$ cat config.mk
export PLATFORM = sky130hd
export DESIGN_NAME = gat_feat_streamer_flat
export DESIGN_NICKNAME = d
export VERILOG_FILES = /design/src/rtl/gat_feat_streamer_pkg.sv /design/src/rtl/gat_feat_streamer_if.sv /design/src/rtl/gat_feat_streamer_fifo.sv /design/src/rtl/gat_feat_streamer.sv /design/src/flat_wrapper.sv
export SDC_FILE = /design/constraint.sdc
export NUM_CORES = 1
export LEC_CHECK = 0
export ABC_AREA = 1
export BUFFER_PORTS_ARGS = -buffer_cell sky130_fd_sc_hd__buf_4
export CORE_MARGIN = 10
export CORE_UTILIZATION = 59
export DETAILED_ROUTE_END_ITERATION = 16
export GPL_ROUTABILITY_DRIVEN = 0
export GPL_TIMING_DRIVEN = 0
export PLACE_DENSITY = 0.8
export SLEW_MARGIN = 10
export SYNTH_ARGS = -nofsm -noshare
export SYNTH_HDL_FRONTEND = slang
export SYNTH_HIERARCHICAL = 1
export SYNTH_SLANG_ARGS = --single-unit
$ cat constraint.sdc
create_clock -name clk -period 3.3 [get_ports clk]
set_input_delay 0.33 -clock clk [delete_from_list [all_inputs] [get_ports clk]]
set_output_delay 0.33 -clock clk [all_outputs]
set_load 0.1 [all_outputs]
$ cat src/rtl/gat_feat_streamer_pkg.sv
// gat_pkg: FSM state encoding and derived-size helpers for the feature streamer.
package gat_pkg;
  typedef enum logic [1:0] {IDLE, RUN, DRAIN, DONE} state_t;
  function automatic int feat_depth(input int subgraphs, input int feats);
    return subgraphs * feats;
  endfunction
  function automatic int addr_w(input int depth);
    return depth > 1 ? $clog2(depth) : 1;
  endfunction
endpackage

$ cat src/rtl/gat_feat_streamer_if.sv
// gat_feat_streamer_if: AXI-Stream feature channel with tuser marking node ends.
interface gat_feat_streamer_if #(parameter int W = 32);
  logic [W-1:0] tdata;
  logic tvalid;
  logic tready;
  logic tuser;
  logic tlast;
  modport master (output tdata, tvalid, tuser, tlast, input tready);
  modport slave (input tdata, tvalid, tuser, tlast, output tready);
endinterface

$ cat src/rtl/gat_feat_streamer_fifo.sv
// gat_sync_fifo: show-ahead synchronous FIFO absorbing BRAM returns behind the stream.
module gat_sync_fifo #(
  parameter int WIDTH = 34,
  parameter int DEPTH = 4,
  localparam int PW = DEPTH > 1 ? $clog2(DEPTH) : 1,
  localparam int CW = $clog2(DEPTH + 1)
) (
  input  logic clk,
  input  logic rst,
  input  logic push,
  input  logic [WIDTH-1:0] din,
  input  logic pop,
  output logic [WIDTH-1:0] dout,
  output logic empty,
  output logic [CW-1:0] count
);
  logic [WIDTH-1:0] mem [DEPTH];
  logic [PW-1:0] wp, rp;
  function automatic logic [PW-1:0] nxt(input logic [PW-1:0] p);
    return p == PW'(DEPTH - 1) ? '0 : p + PW'(1);
  endfunction
  always_ff @(posedge clk) begin
    if (rst) begin
      wp <= '0;
      rp <= '0;
      count <= '0;
    end else begin
      wp <= push ? nxt(wp) : wp;
      rp <= pop ? nxt(rp) : rp;
      count <= count + CW'(push) - CW'(pop);
    end
  end
  always_ff @(posedge clk) if (push) mem[wp] <= din;
  assign dout = mem[rp];
  assign empty = count == '0;
endmodule

$ cat src/rtl/gat_feat_streamer.sv
// gat_feat_streamer: streams one frame of node features from BRAM onto AXI-Stream.
module gat_feat_streamer
  import gat_pkg::*;
#(
  parameter int NEW_FEATURE_WIDTH = 32,
  parameter int NUM_SUBGRAPHS = 2708,
  parameter int NUM_FEATURE_OUT = 16,
  parameter int BRAM_RD_LATENCY = 2,
  parameter int FIFO_DEPTH = 4,
  localparam int NEW_FEATURE_DEPTH = feat_depth(NUM_SUBGRAPHS, NUM_FEATURE_OUT),
  localparam int NEW_FEATURE_ADDR_W = addr_w(NEW_FEATURE_DEPTH)
) (
  input  logic clk,
  input  logic rst,
  input  logic gat_ready,
  input  logic start,
  output logic [NEW_FEATURE_ADDR_W+1:0] feat_bram_addrb,
  input  logic [NEW_FEATURE_WIDTH-1:0] feat_bram_dout,
  gat_feat_streamer_if.master m_axis,
  output logic busy,
  output logic done
);
  localparam int AW = NEW_FEATURE_ADDR_W;
  localparam int FW = addr_w(NUM_FEATURE_OUT);
  localparam int CW = $clog2(FIFO_DEPTH + 1);
  localparam int L = BRAM_RD_LATENCY;
  state_t state, state_n;
  logic [AW-1:0] widx, addr_q;
  logic [FW-1:0] fidx;
  logic [L:0] vpipe;
  logic [1:0] fpipe [0:L];
  logic [NEW_FEATURE_WIDTH+1:0] head;
  logic [CW-1:0] occ;
  logic issue, last_idx, last_feat, pop, fifo_empty;
  int total;
  // total counts every word already issued but not yet handed downstream
  always_comb begin
    last_idx = widx == AW'(NEW_FEATURE_DEPTH - 1);
    last_feat = fidx == FW'(NUM_FEATURE_OUT - 1);
    pop = m_axis.tvalid & m_axis.tready;
    total = $countones(vpipe) + int'(occ) - int'(pop);
    issue = (state == IDLE && start && gat_ready) || (state == RUN && total < FIFO_DEPTH);
    state_n = state;
    case (state)
      IDLE: state_n = issue ? (last_idx ? DRAIN : RUN) : IDLE;
      RUN: state_n = issue && last_idx ? DRAIN : RUN;
      DRAIN: state_n = vpipe == '0 && occ == CW'(pop) ? DONE : DRAIN;
      default: state_n = IDLE;
    endcase
  end
  always_ff @(posedge clk) begin
    if (rst) begin
      state <= IDLE;
      widx <= '0;
      fidx <= '0;
      addr_q <= '0;
      vpipe <= '0;
    end else begin
      state <= state_n;
      vpipe <= {vpipe[L-1:0], issue};
      addr_q <= issue ? widx : addr_q;
      widx <= state == DONE ? '0 : issue && !last_idx ? widx + AW'(1) : widx;
      fidx <= state == DONE ? '0 : issue ? (last_feat ? '0 : fidx + FW'(1)) : fidx;
    end
  end
  // node/frame markers ride alongside the read so they meet the returning data
  always_ff @(posedge clk) begin
    fpipe[0] <= {last_idx, last_feat};
    for (int i = 1; i <= L; i++) fpipe[i] <= fpipe[i-1];
  end
  gat_sync_fifo #(.WIDTH(NEW_FEATURE_WIDTH + 2), .DEPTH(FIFO_DEPTH)) u_fifo (
    .clk(clk),
    .rst(rst),
    .push(vpipe[L]),
    .din({fpipe[L], feat_bram_dout}),
    .pop(pop),
    .dout(head),
    .empty(fifo_empty),
    .count(occ)
  );
  assign m_axis.tvalid = !fifo_empty;
  assign {m_axis.tlast, m_axis.tuser, m_axis.tdata} = fifo_empty ? '0 : head;
  assign feat_bram_addrb = {addr_q, 2'b00};
  assign busy = state != IDLE;
  assign done = state == DONE;
endmodule

$ cat src/flat_wrapper.sv
// flat-port wrapper written by rule: the top's interface ports become plain ports
module gat_feat_streamer_flat import gat_pkg::*;
#(
  parameter int NEW_FEATURE_WIDTH = 32,
  parameter int NUM_SUBGRAPHS = 2708,
  parameter int NUM_FEATURE_OUT = 16,
  parameter int BRAM_RD_LATENCY = 2,
  parameter int FIFO_DEPTH = 4,
  localparam int NEW_FEATURE_DEPTH = feat_depth(NUM_SUBGRAPHS, NUM_FEATURE_OUT),
  localparam int NEW_FEATURE_ADDR_W = addr_w(NEW_FEATURE_DEPTH)
)
  (clk, rst, gat_ready, start, feat_bram_addrb, feat_bram_dout, busy, done, m_axis_tdata, m_axis_tvalid, m_axis_tuser, m_axis_tlast, m_axis_tready);
  gat_feat_streamer_if #(.W(32)) m_axis_i ();
  input  logic clk;
  input  logic rst;
  input  logic gat_ready;
  input  logic start;
  output logic [NEW_FEATURE_ADDR_W+1:0] feat_bram_addrb;
  input  logic [NEW_FEATURE_WIDTH-1:0] feat_bram_dout;
  output logic busy;
  output logic done;
  output wire logic [$bits(m_axis_i.tdata)-1:0] m_axis_tdata;
  output wire logic [$bits(m_axis_i.tvalid)-1:0] m_axis_tvalid;
  output wire logic [$bits(m_axis_i.tuser)-1:0] m_axis_tuser;
  output wire logic [$bits(m_axis_i.tlast)-1:0] m_axis_tlast;
  input wire logic [$bits(m_axis_i.tready)-1:0] m_axis_tready;
  assign m_axis_tdata = m_axis_i.tdata;
  assign m_axis_tvalid = m_axis_i.tvalid;
  assign m_axis_tuser = m_axis_i.tuser;
  assign m_axis_tlast = m_axis_i.tlast;
  assign m_axis_i.tready = m_axis_tready;
  gat_feat_streamer #(.NEW_FEATURE_WIDTH(NEW_FEATURE_WIDTH), .NUM_SUBGRAPHS(NUM_SUBGRAPHS), .NUM_FEATURE_OUT(NUM_FEATURE_OUT), .BRAM_RD_LATENCY(BRAM_RD_LATENCY), .FIFO_DEPTH(FIFO_DEPTH)) u_core (.clk(clk), .rst(rst), .gat_ready(gat_ready), .start(start), .feat_bram_addrb(feat_bram_addrb), .feat_bram_dout(feat_bram_dout), .m_axis(m_axis_i), .busy(busy), .done(done));
endmodule
==> run metrics, run 1 <==
Synth top area share 48.2%; hpwl dp 11800 µm; largest net degree at the start of global routing 35; status complete, no violations; async set or reset register ratio after synthesis 0%; initial antenna violation count 0; final instance area 0.0101 mm²; setup slack, reg-to-reg 0.21 ns; Reg clk slew, reported paths 0.07 ns; Crit Path Class reg2reg; Hold Slack 0.0952 ns; Largest stage delay, worst path 0.36 ns; Final Setup Violations 0; min cycle time layout 3.09 ns; Crit. End Element flip-flop; Synth area leader edfxtp_1; Die W 140 µm; Most Frequent Cell on Critical Path nand2_1; CTS tree done; Cells after Synth 828; Detail Route Antenna Nets 0; Max Cap Viol 0; Synth Register Bits 192; Syn Area/Cell 10.2 µm²; ant diodes 0; DR vias 5971; Fin. Hold Viols 0; Worst R2R Path Depth 22; htree depth 4; share of layout cells above drive strength 1 20.9%; cell family with the largest share of critical-path delay simple AND/OR/NAND/NOR gates; Die Height 140 µm; CP Cell Sequence inv_1, nand2_1, nor2_1, buf_6, clkinvlp_4, nand2_2, inv_2, ha_1, fa_1, inv_1, ha_1, nand2_1, nor2_1, nor2_1, nand2_1, nand3_1, nand2_1, nand2_2, buf_6, buf_6, nand3_1, a21oi_2; Initial Util 60.6%; fmax 323 MHz; die area 0.0196 mm²; GR peak layer met2; met2 usage 32.7%; Rows 43; Routed Wire Length 18100 µm; ranking of synthesized cells by area edfxtp_1 48%, dfxtp_1 13%, inv_1 7.0%, nand2_1 5.6%, a21oi_1 4.1%; GR Util All Layers 18.2%; I/O pin total 92; Port Buffers 89; met1 GRT Util 19.7%; max-slew violations 0; Reg-to-Reg Start u_core/u_fifo/count[2]$_SDFF_PP0_; Post-Route Skew 0.00802 ns; DP Area 0.00942 mm²; critical path's slowest cell dfxtp_1; hold crit path type in2reg; synthesized area 0.00848 mm²; total gr overflow 0; critical path peak fanout 10; clock buffer depth 2; P_leak 4.15 nW; CP Data Required Time 3.66 ns; Worst Setup Start Kind flip-flop; final setup TNS 0 ns; slew at the pin with the worst max-slew slack 0.856 ns; Residual DRC 0; Crit. Startpoint u_core/u_fifo/count[2]$_SDFF_PP0_; via/cell ratio 5.27; EDFF count, synth 136; hold path cells 1; worst flop-to-flop path endpoint u_core/fidx[2]$_SDFFE_PP0P_; CTS hold repair buffers 0; most frequent cells in the layout 151 x inv_1, 136 x edfxtp_1, 126 x nand2_1; Num CTS Buffers 17; Max-slew headroom 42.9%; HP Start feat_bram_dout[29]; worst path arrival time 3.45 ns; Hold EP u_core/u_fifo/mem[0][29]$_DFFE_PP_; PwrDens 1020 mW/mm²; commonest non-fill, non-tap cell in the layout inv_1; Seq/Total Area, Yosys 61.4%; clock sink count 192; Post-synth top flop edfxtp_1; Worst-Skew Late Latency 0.43 ns; P&R area growth vs syn 18.9%; Initial DRT Pass Iterations 5; Root Buffer clkbuf_16; first-pass GRT wire length 28600 µm; synth unique cells 32; nets 995; met3 Resource Use GR 4.87%; fin crit share 93.8%; buffers and inverters on the worst path 7; vias in the first global route 5930; RSZ-0062 raised after global routing false; Syn. warnings 6; VDD IR max 622 µV; drt wl/cell 16.0 µm; Core ar. 0.0140 mm²; DR iter-0 viols 499
-- layout make-up --
class | count | area [µm²]
inverters | 159 | 601
repair buffers | 93 | 723
multi-input cells | 439 | 2410
plain buffers | 39 | 277
fillers | 1016 | 3910
well taps | 180 | 225
flip-flops and latches | 192 | 5210
clock buffers | 17 | 425
clock inverters | 15 | 204
-- cells in the mapped netlist (2+ instances only) --
| cell | number |
|---|---|
| nand2_1 | 127 |
| buf_2 | 13 |
| nor2_1 | 69 |
| buf_6 | 12 |
| dfxtp_1 | 56 |
| buf_4 | 4 |
| o211ai_1 | 8 |
| o21ai_1 | 4 |
| nor3_1 | 8 |
| a21oi_1 | 69 |
| nand3_1 | 33 |
| xor2_1 | 12 |
| nand4_1 | 3 |
| edfxtp_1 | 136 |
| inv_1 | 157 |
| o21ai_0 | 50 |
| o211ai_2 | 26 |
| fa_1 | 2 |
| a21oi_2 | 4 |
| clkbuf_1 | 9 |
| ha_1 | 15 |
-- per-layer routing --
layer / vias to the layer above / share of wire [%]
li1: 2938 / -
met1: 2808 / 39
met2: 198 / 52
met3: 27 / 7.1
met4: 0 / 1.9
met5: - / 0
-- worst register-to-register path: cells and delay by family (launching register included) --
kind | cells | cell delay [ns]
adders and majority gates | 3 | 0.86
and+or+nand+nor | 11 | 0.91
AOI/OAI and AO/OA | 1 | 0.18
buffers and inverters | 7 | 0.72
DFF | 1 | 0.36
-- power breakdown --
part / switching, mW / total, mW / internal, mW
sequential: 0.0795 / 2.77 / 2.69
clock: 0.876 / 2.15 / 1.28
combinational: 4.14 / 5.35 / 1.21
-- kinds of logic (layout without fill, tap and decap cells) --
logic type	Yosys count	after routing	synth area share (%)
simple gates	246	246	12.1
other cells	1	2	0.0442
buf+inv	198	323	10.2
flops	192	192	61.4
fa+ha+maj	17	17	2.69
compound gates	162	162	12.3
xor+xnor	12	12	1.24
-- state kept, by name (all words and copies together), names as in the netlist, named ones only --
name and count:
u_core/fidx 4, u_core/addr_q 16, u_core/u_fifo/count 3, u_core/u_fifo/wp 2, u_core/vpipe 3, u_core/u_fifo/mem 136, u_core/state 2, u_core/fpipe 6
u_core/widx 16, u_core/u_fifo/rp 2
-- timing repair --
| item | 4_1_cts | 5_1_grt |
|---|---|---|
| buffers inserted | 0 | 2 |
| endpoints found under the setup margin | 0 | 30 |
| resized for setup | 0 | 3 |
-- worst max path at each step --
stage	slack [ns]	to	cells past startpoint
CTS	0.11	u_core/addr_q[13]$_SDFFE_PP0P_	21
global placement	0.22	u_core/addr_q[4]$_SDFFE_PP0P_	21
global route	0.02	u_core/fidx[2]$_SDFFE_PP0P_	22
finish	0.21	u_core/fidx[2]$_SDFFE_PP0P_	22
floorplan	0.002	u_core/addr_q[10]$_SDFFE_PP0P_	21
detailed placement	0.15	u_core/addr_q[14]$_SDFFE_PP0P_	21
-- through the flow --
step / worst slack [ns] / total power, mW / utilization, % / cells
finish: 0.206 / 10.3 / 72.0 / 1134
global route: 0.0166 / 10.7 / 72.0 / 1134
CTS: 0.107 / 10.3 / 71.9 / 1132
detailed placement: 0.150 / 8.12 / 67.4 / 1100
global placement: 0.220 / 8.06 / 67.1 / 1098
floorplan: 0.00192 / 6.99 / - / 829
Note: power is estimated with default switching activity, not from simulation.
==> run 2: changes to the inputs <==
--- a/config.mk
+++ b/config.mk
@@ -12,7 +12,9 @@
 export DETAILED_ROUTE_END_ITERATION = 16
 export GPL_ROUTABILITY_DRIVEN = 0
 export GPL_TIMING_DRIVEN = 0
+export MAX_ROUTING_LAYER = met4
 export PLACE_DENSITY = 0.8
+export RECOVER_POWER = 50
 export SLEW_MARGIN = 10
 export SYNTH_ARGS = -nofsm -noshare
 export SYNTH_HDL_FRONTEND = slang
==> run metrics, run 2 (synthesized netlist as in run 1, its figures left out) <==
status finished, violations left; violated checks max-capacitance violations, max-slew violations; Crit. End Element flip-flop; Worst Setup Slack post-DPL 0.150 ns; Port Buffers 89; Num CTS Buffers 17; Fin. Hold Viols 0; via/cell ratio 5.23; commonest non-fill, non-tap cell in the layout inv_1; hold path cells 2; Placed Instances 1100; final instance area 0.00989 mm²; final setup TNS 0 ns; vias in the first global route 5943; Die Height 140 µm; Worst-Skew Late Latency 0.43 ns; CTS tree done; Core ar. 0.0140 mm²; total gr overflow 0; Initial DRT Pass Iterations 5; Routed Wire Length 18100 µm; DR vias 5937; DP Area 0.00942 mm²; hold crit path type in2reg; Die W 140 µm; Reg-to-Reg Start u_core/u_fifo/count[2]$_SDFF_PP0_; Most Frequent Cell on Critical Path nand2_1; slew at the pin with the worst max-slew slack 1.73 ns; HP Start rst; critical path peak fanout 10; Max-slew headroom -15.1%; CP Cell Sequence inv_1, nand2_1, nor2_1, buf_6, clkinvlp_4, nand2_2, inv_2, ha_1, fa_1, inv_1, ha_1, nand2_1, nor2_1, nor2_1, nand2_1, nand3_1, nand2_1, nand2_2, buf_6, buf_6, nand3_1, a21oi_2; fin crit share 93.6%; Worst Setup Start Kind flip-flop; Post-Layout Cell Count 1136; drt wl/cell 15.9 µm; setup slack, reg-to-reg 0.21 ns; Hold EP u_core/u_fifo/count[1]$_SDFF_PP0_; Largest register FFs 136; first-pass GRT wire length 28500 µm; Crit Path Class reg2reg; buffers and inverters on the worst path 7; hpwl dp 11800 µm; min cycle time layout 3.09 ns; most frequent cells in the layout 153 x inv_1, 136 x edfxtp_1, 126 x nand2_1; initial antenna violation count 2; Final Setup Violations 0; Post-Route Skew 0.00779 ns; RSZ-0062 raised after global routing false; Detail Route Antenna Nets 0; Biggest register u_core/u_fifo/mem; Initial Util 60.6%; critical path's slowest cell dfxtp_1; CP Data Required Time 3.66 ns; Max Cap Viol 1; Reg clk slew, reported paths 0.07 ns; Residual DRC 0; I/O pin total 92; nets 995; cell family with the largest share of critical-path delay simple AND/OR/NAND/NOR gates; max-slew violations 28; Rows 43; fmax 324 MHz; Worst R2R Path Depth 22; clock sink count 192; worst path arrival time 3.45 ns; Largest regs u_core/u_fifo/mem: 136 flops, u_core/addr_q: 16 flops, u_core/widx: 16 flops; worst flop-to-flop path endpoint u_core/fidx[2]$_SDFFE_PP0P_; Root Buffer clkbuf_16; die area 0.0196 mm²; htree depth 4; P&R area growth vs syn 16.7%; GR Util All Layers 18.7%; share of layout cells above drive strength 1 15.6%; Largest stage delay, worst path 0.36 ns; DR iter-0 viols 471; clock buffer depth 2; post-layout worst setup margin 0.211 ns; largest net degree at the start of global routing 35
run 2: changes by cell type in the layout (fill, tap and decap cells not counted):
cell	change
inv_2	-2
buf_4	-47
clkbuf_1	+48
diode_2	+2
inv_1	+2
buf_12	-1
run 2: layer usage:
metal  global-route usage [%]  routed length (µm)  vias to the layer above
met3                     4.46                1110                       28
li1                         -                   -                     2936
met1                     19.8                7280                     2791
met5                        -                   0                        -
met4                     7.66                 341                        0
met2                     32.7                9350                      182
run 2: what timing repair did:
item / in CTS / in global routing
hold buffers: 0 / 0
setup buffers: 0 / 2
endpoints found under the setup margin: 0 / 29
gates resized for setup: 0 / 3
run 2: final cells by class:
type                       count  area [µm²]
sequential                   192        5210
fill                        1066        4100
multi-input combinational    439        2410
inverter                     159         601
timing repair buffer          93         531
clock buffer                  17         425
buffer                        39         277
tap                          180         225
clock inverter                15         204
antenna                        2        5.00
run 2: how the worst max path moves through the flow:
stage | startpoint | slack [ns] | endpoint | cells after the start
final | u_core/u_fifo/count[2]$_SDFF_PP0_ | 0.21 | u_core/fidx[2]$_SDFFE_PP0P_ | 22
after global routing | u_core/u_fifo/count[2]$_SDFF_PP0_ | 0.02 | u_core/fidx[2]$_SDFFE_PP0P_ | 22
after CTS | u_core/u_fifo/count[2]$_SDFF_PP0_ | 0.11 | u_core/addr_q[13]$_SDFFE_PP0P_ | 21
after detailed placement | u_core/u_fifo/count[2]$_SDFF_PP0_ | 0.15 | u_core/addr_q[14]$_SDFFE_PP0P_ | 21
after global placement | u_core/u_fifo/count[2]$_SDFF_PP0_ | 0.22 | u_core/addr_q[4]$_SDFFE_PP0P_ | 21
after floorplan | u_core/u_fifo/count[1]$_SDFF_PP0_ | 0.002 | u_core/addr_q[10]$_SDFFE_PP0P_ | 21
run 2: metrics by stage:
| step | utilization, % | hold WS [ns] |
|---|---|---|
| floorplan | - | 0.310 |
| CTS | 71.9 | 0.0792 |
| detailed placement | 67.4 | 0.322 |
| global placement | 67.1 | 0.311 |
| finish | 70.7 | 0.148 |
| global route | 70.7 | 0.152 |
Power of run 2 is left out: the tool's default activity adds up to more than one toggle a clock period on the data nets, which glitch-free logic cannot reach.
==> run 3: changes to the inputs <==
--- a/config.mk
+++ b/config.mk
@@ -5,15 +5,14 @@
 export SDC_FILE = /design/constraint.sdc
 export NUM_CORES = 1
 export LEC_CHECK = 0
-export ABC_AREA = 1
 export BUFFER_PORTS_ARGS = -buffer_cell sky130_fd_sc_hd__buf_4
 export CORE_MARGIN = 10
-export CORE_UTILIZATION = 59
+export CORE_UTILIZATION = 58
 export DETAILED_ROUTE_END_ITERATION = 16
 export GPL_ROUTABILITY_DRIVEN = 0
 export GPL_TIMING_DRIVEN = 0
 export MAX_ROUTING_LAYER = met4
-export PLACE_DENSITY = 0.8
+export PLACE_DENSITY = 0.79
 export RECOVER_POWER = 50
 export SLEW_MARGIN = 10
 export SYNTH_ARGS = -nofsm -noshare
==> run metrics, run 3 <==
status complete, no violations; storage element area 0.00521 mm²; Crit. End Element flip-flop; area of the multi-input gates 0.00248 mm²; Routed Wire Length 16800 µm; EDFF count, synth 136; worst path arrival time 3.65 ns; ranking of synthesized cells by area edfxtp_1 52%, dfxtp_1 14%, mux4_2 8.6%, nor2b_1 2.9%, ha_1 2.4%; max-slew violations 0; GR Util All Layers 19.3%; hpwl dp 10900 µm; Initial DRT Pass Iterations 5; share of layout cells above drive strength 1 25.5%; Cells after Synth 520; setup slack, reg-to-reg 0.005 ns; synth unique cells 51; die area 0.0186 mm²; slew at the pin with the worst max-slew slack 0.611 ns; Biggest register u_core/u_fifo/mem; Crit Path Class reg2reg; vias in the first global route 4967; hold crit path type in2reg; P_leak 3.27 nW; DP Area 0.00889 mm²; nets 695; Seq/Total Area, Yosys 66.2%; final-layout fill cell count 846; Root Buffer clkbuf_16; critical path peak fanout 5; Post-synth top cells 136 x edfxtp_1, 56 x dfxtp_1, 37 x nor2b_1; Worst Setup Start Kind flip-flop; Detail Route Antenna Nets 0; PwrDens 953 mW/mm²; Residual DRC 0; most frequent cells in the layout 136 x edfxtp_1, 65 x buf_4, 54 x clkbuf_1; largest net degree at the start of global routing 31; worst flop-to-flop path endpoint u_core/widx[4]$_SDFFE_PP0P_; Worst R2R Path Depth 12; Max Cap Viol 0; CP Data Required Time 3.65 ns; commonest non-fill, non-tap cell in the layout edfxtp_1; I/O pin total 92; Syn Area/Cell 15.1 µm²; Fin. Hold Viols 0; DR vias 4887; Final Setup Violations 0; synthesized area 0.00787 mm²; total gr overflow 0; Post-Route Skew 0.00683 ns; Largest regs u_core/u_fifo/mem: 136 flops, u_core/addr_q: 16 flops, u_core/widx: 16 flops; DR iter-0 viols 367; Hold Slack 0.167 ns; Rows 42; Die Height 136 µm; HP Start feat_bram_dout[6]; count leader, synth edfxtp_1; clock buffer depth 2; Reg clk slew, reported paths 0.06 ns; via/cell ratio 5.89; RSZ-0062 raised after global routing true; Synth top area share 51.9%; Initial Util 59.4%; final instance area 0.00949 mm²; clock sink count 192; Port Buffers 89; P&R area growth vs syn 20.6%; end-of-flow core utilization 71.6%; Syn. warnings 6; Synth Register Bits 192; Num CTS Buffers 17; crit path to u_core/widx[4]$_SDFFE_PP0P_; fmax 304 MHz; htree depth 4; Die W 136 µm; min cycle time layout 3.29 ns; Reg-to-Reg Start u_core/u_fifo/count[2]$_SDFF_PP0_; Core ar. 0.0132 mm²; Largest register FFs 136; Synth area leader edfxtp_1; VDD IR max 490 µV; ant diodes 0; Max-slew headroom 59.2%; initial antenna violation count 0; first-pass GRT wire length 26600 µm; CTS tree done; Worst-Skew Late Latency 0.42 ns; Crit. Startpoint u_core/u_fifo/count[2]$_SDFF_PP0_; drt wl/cell 20.3 µm; async set or reset register ratio after synthesis 0%; fin crit share 99.8%; Post-synth top flop edfxtp_1
-- run 3: cell types whose count changed after synthesis, sizes merged, moves of 7 or more --
cell	previous run	this run
clkbuf	10	23
mux2i	0	9
nor2	69	9
a21oi	73	30
nand2	129	11
nor2b	0	37
mux4	0	34
xor2	12	1
nand3	34	24
buf	29	11
inv	158	20
o211ai	34	1
or3	0	7
o21ai	54	21
-- run 3: worst min-delay path by stage --
stage,to,slack (ns),cells past startpoint
CTS,u_core/u_fifo/mem[0][6]$_DFFE_PP_,0.09,1
detailed placement,u_core/fpipe[0][5]$_DFF_P_,0.32,0
finish,u_core/u_fifo/mem[0][6]$_DFFE_PP_,0.17,1
global placement,u_core/fpipe[0][3]$_DFF_P_,0.31,0
global route,u_core/u_fifo/mem[0][6]$_DFFE_PP_,0.16,1
floorplan,u_core/fpipe[0][2]$_DFF_P_,0.31,0
-- run 3: final cells by class --
class                           instances  share of cell area, %
Sequential cell                       192                   55.0
Clock buffer                           22                   5.12
Buffer                                 34                   2.28
Multi-Input combinational cell        275                   26.2
Timing Repair Buffer                  101                   7.56
Inverter                               20                  0.791
Clock inverter                         10                  0.791
Tap cell                              176                   2.32
-- run 3: report_power, final --
part	internal [mW]	total [mW]	switching, mW
Sequential	2.67	2.74	0.0682
Clock	1.06	1.90	0.844
Combinational	1.23	4.40	3.16
-- run 3: cell families after synthesis --
family          synth area share [%]
compound gates                  5.23
other cells                   0.0477
xor+xnor                       0.620
mux                             11.1
flops                           66.2
fa+ha+maj                       2.89
buf+inv                         3.53
simple gates                    10.4
-- run 3: layer usage --
metal  track usage, %  share of wire [%]
met1             22.3                 39
met2             32.0                 53
met3             4.76                6.5
met4             7.16                2.1
met5                -                  0
-- run 3: critical path, stage by stage (launching register included) --
cell and delay [ns]:
dfxtp_4 0.36, nor3_4 0.24, nor2b_4 0.08, ha_4 0.22, fa_2 0.34, inv_2 0.08, ha_4 0.19, and3b_1 0.17
or4_4 0.55, and4b_4 0.26, buf_8 0.14, or4_4 0.51, a21oi_2 0.12
-- run 3: repair_timing --
item                                    in CTS  in global routing
gates resized for setup                      8                 18
pin swaps                                    1                  6
endpoints found under the setup margin      35                 32
hold buffers                                 0                  0
setup buffers                                3                  4
gates cloned                                 0                  1
-- run 3: metrics by stage --
stage | setup slack [ns] | TNS (ns) | power, mW | instances
CTS | 0.0211 | 0 | 8.88 | 825
global placement | -0.395 | -8.28 | 6.82 | 786
global route | -0.0846 | -0.902 | 9.41 | 830
floorplan | 0.0147 | 0 | 6.01 | 521
detailed placement | -0.430 | -10.15 | 6.90 | 790
finish | 0.00540 | 0 | 9.04 | 830
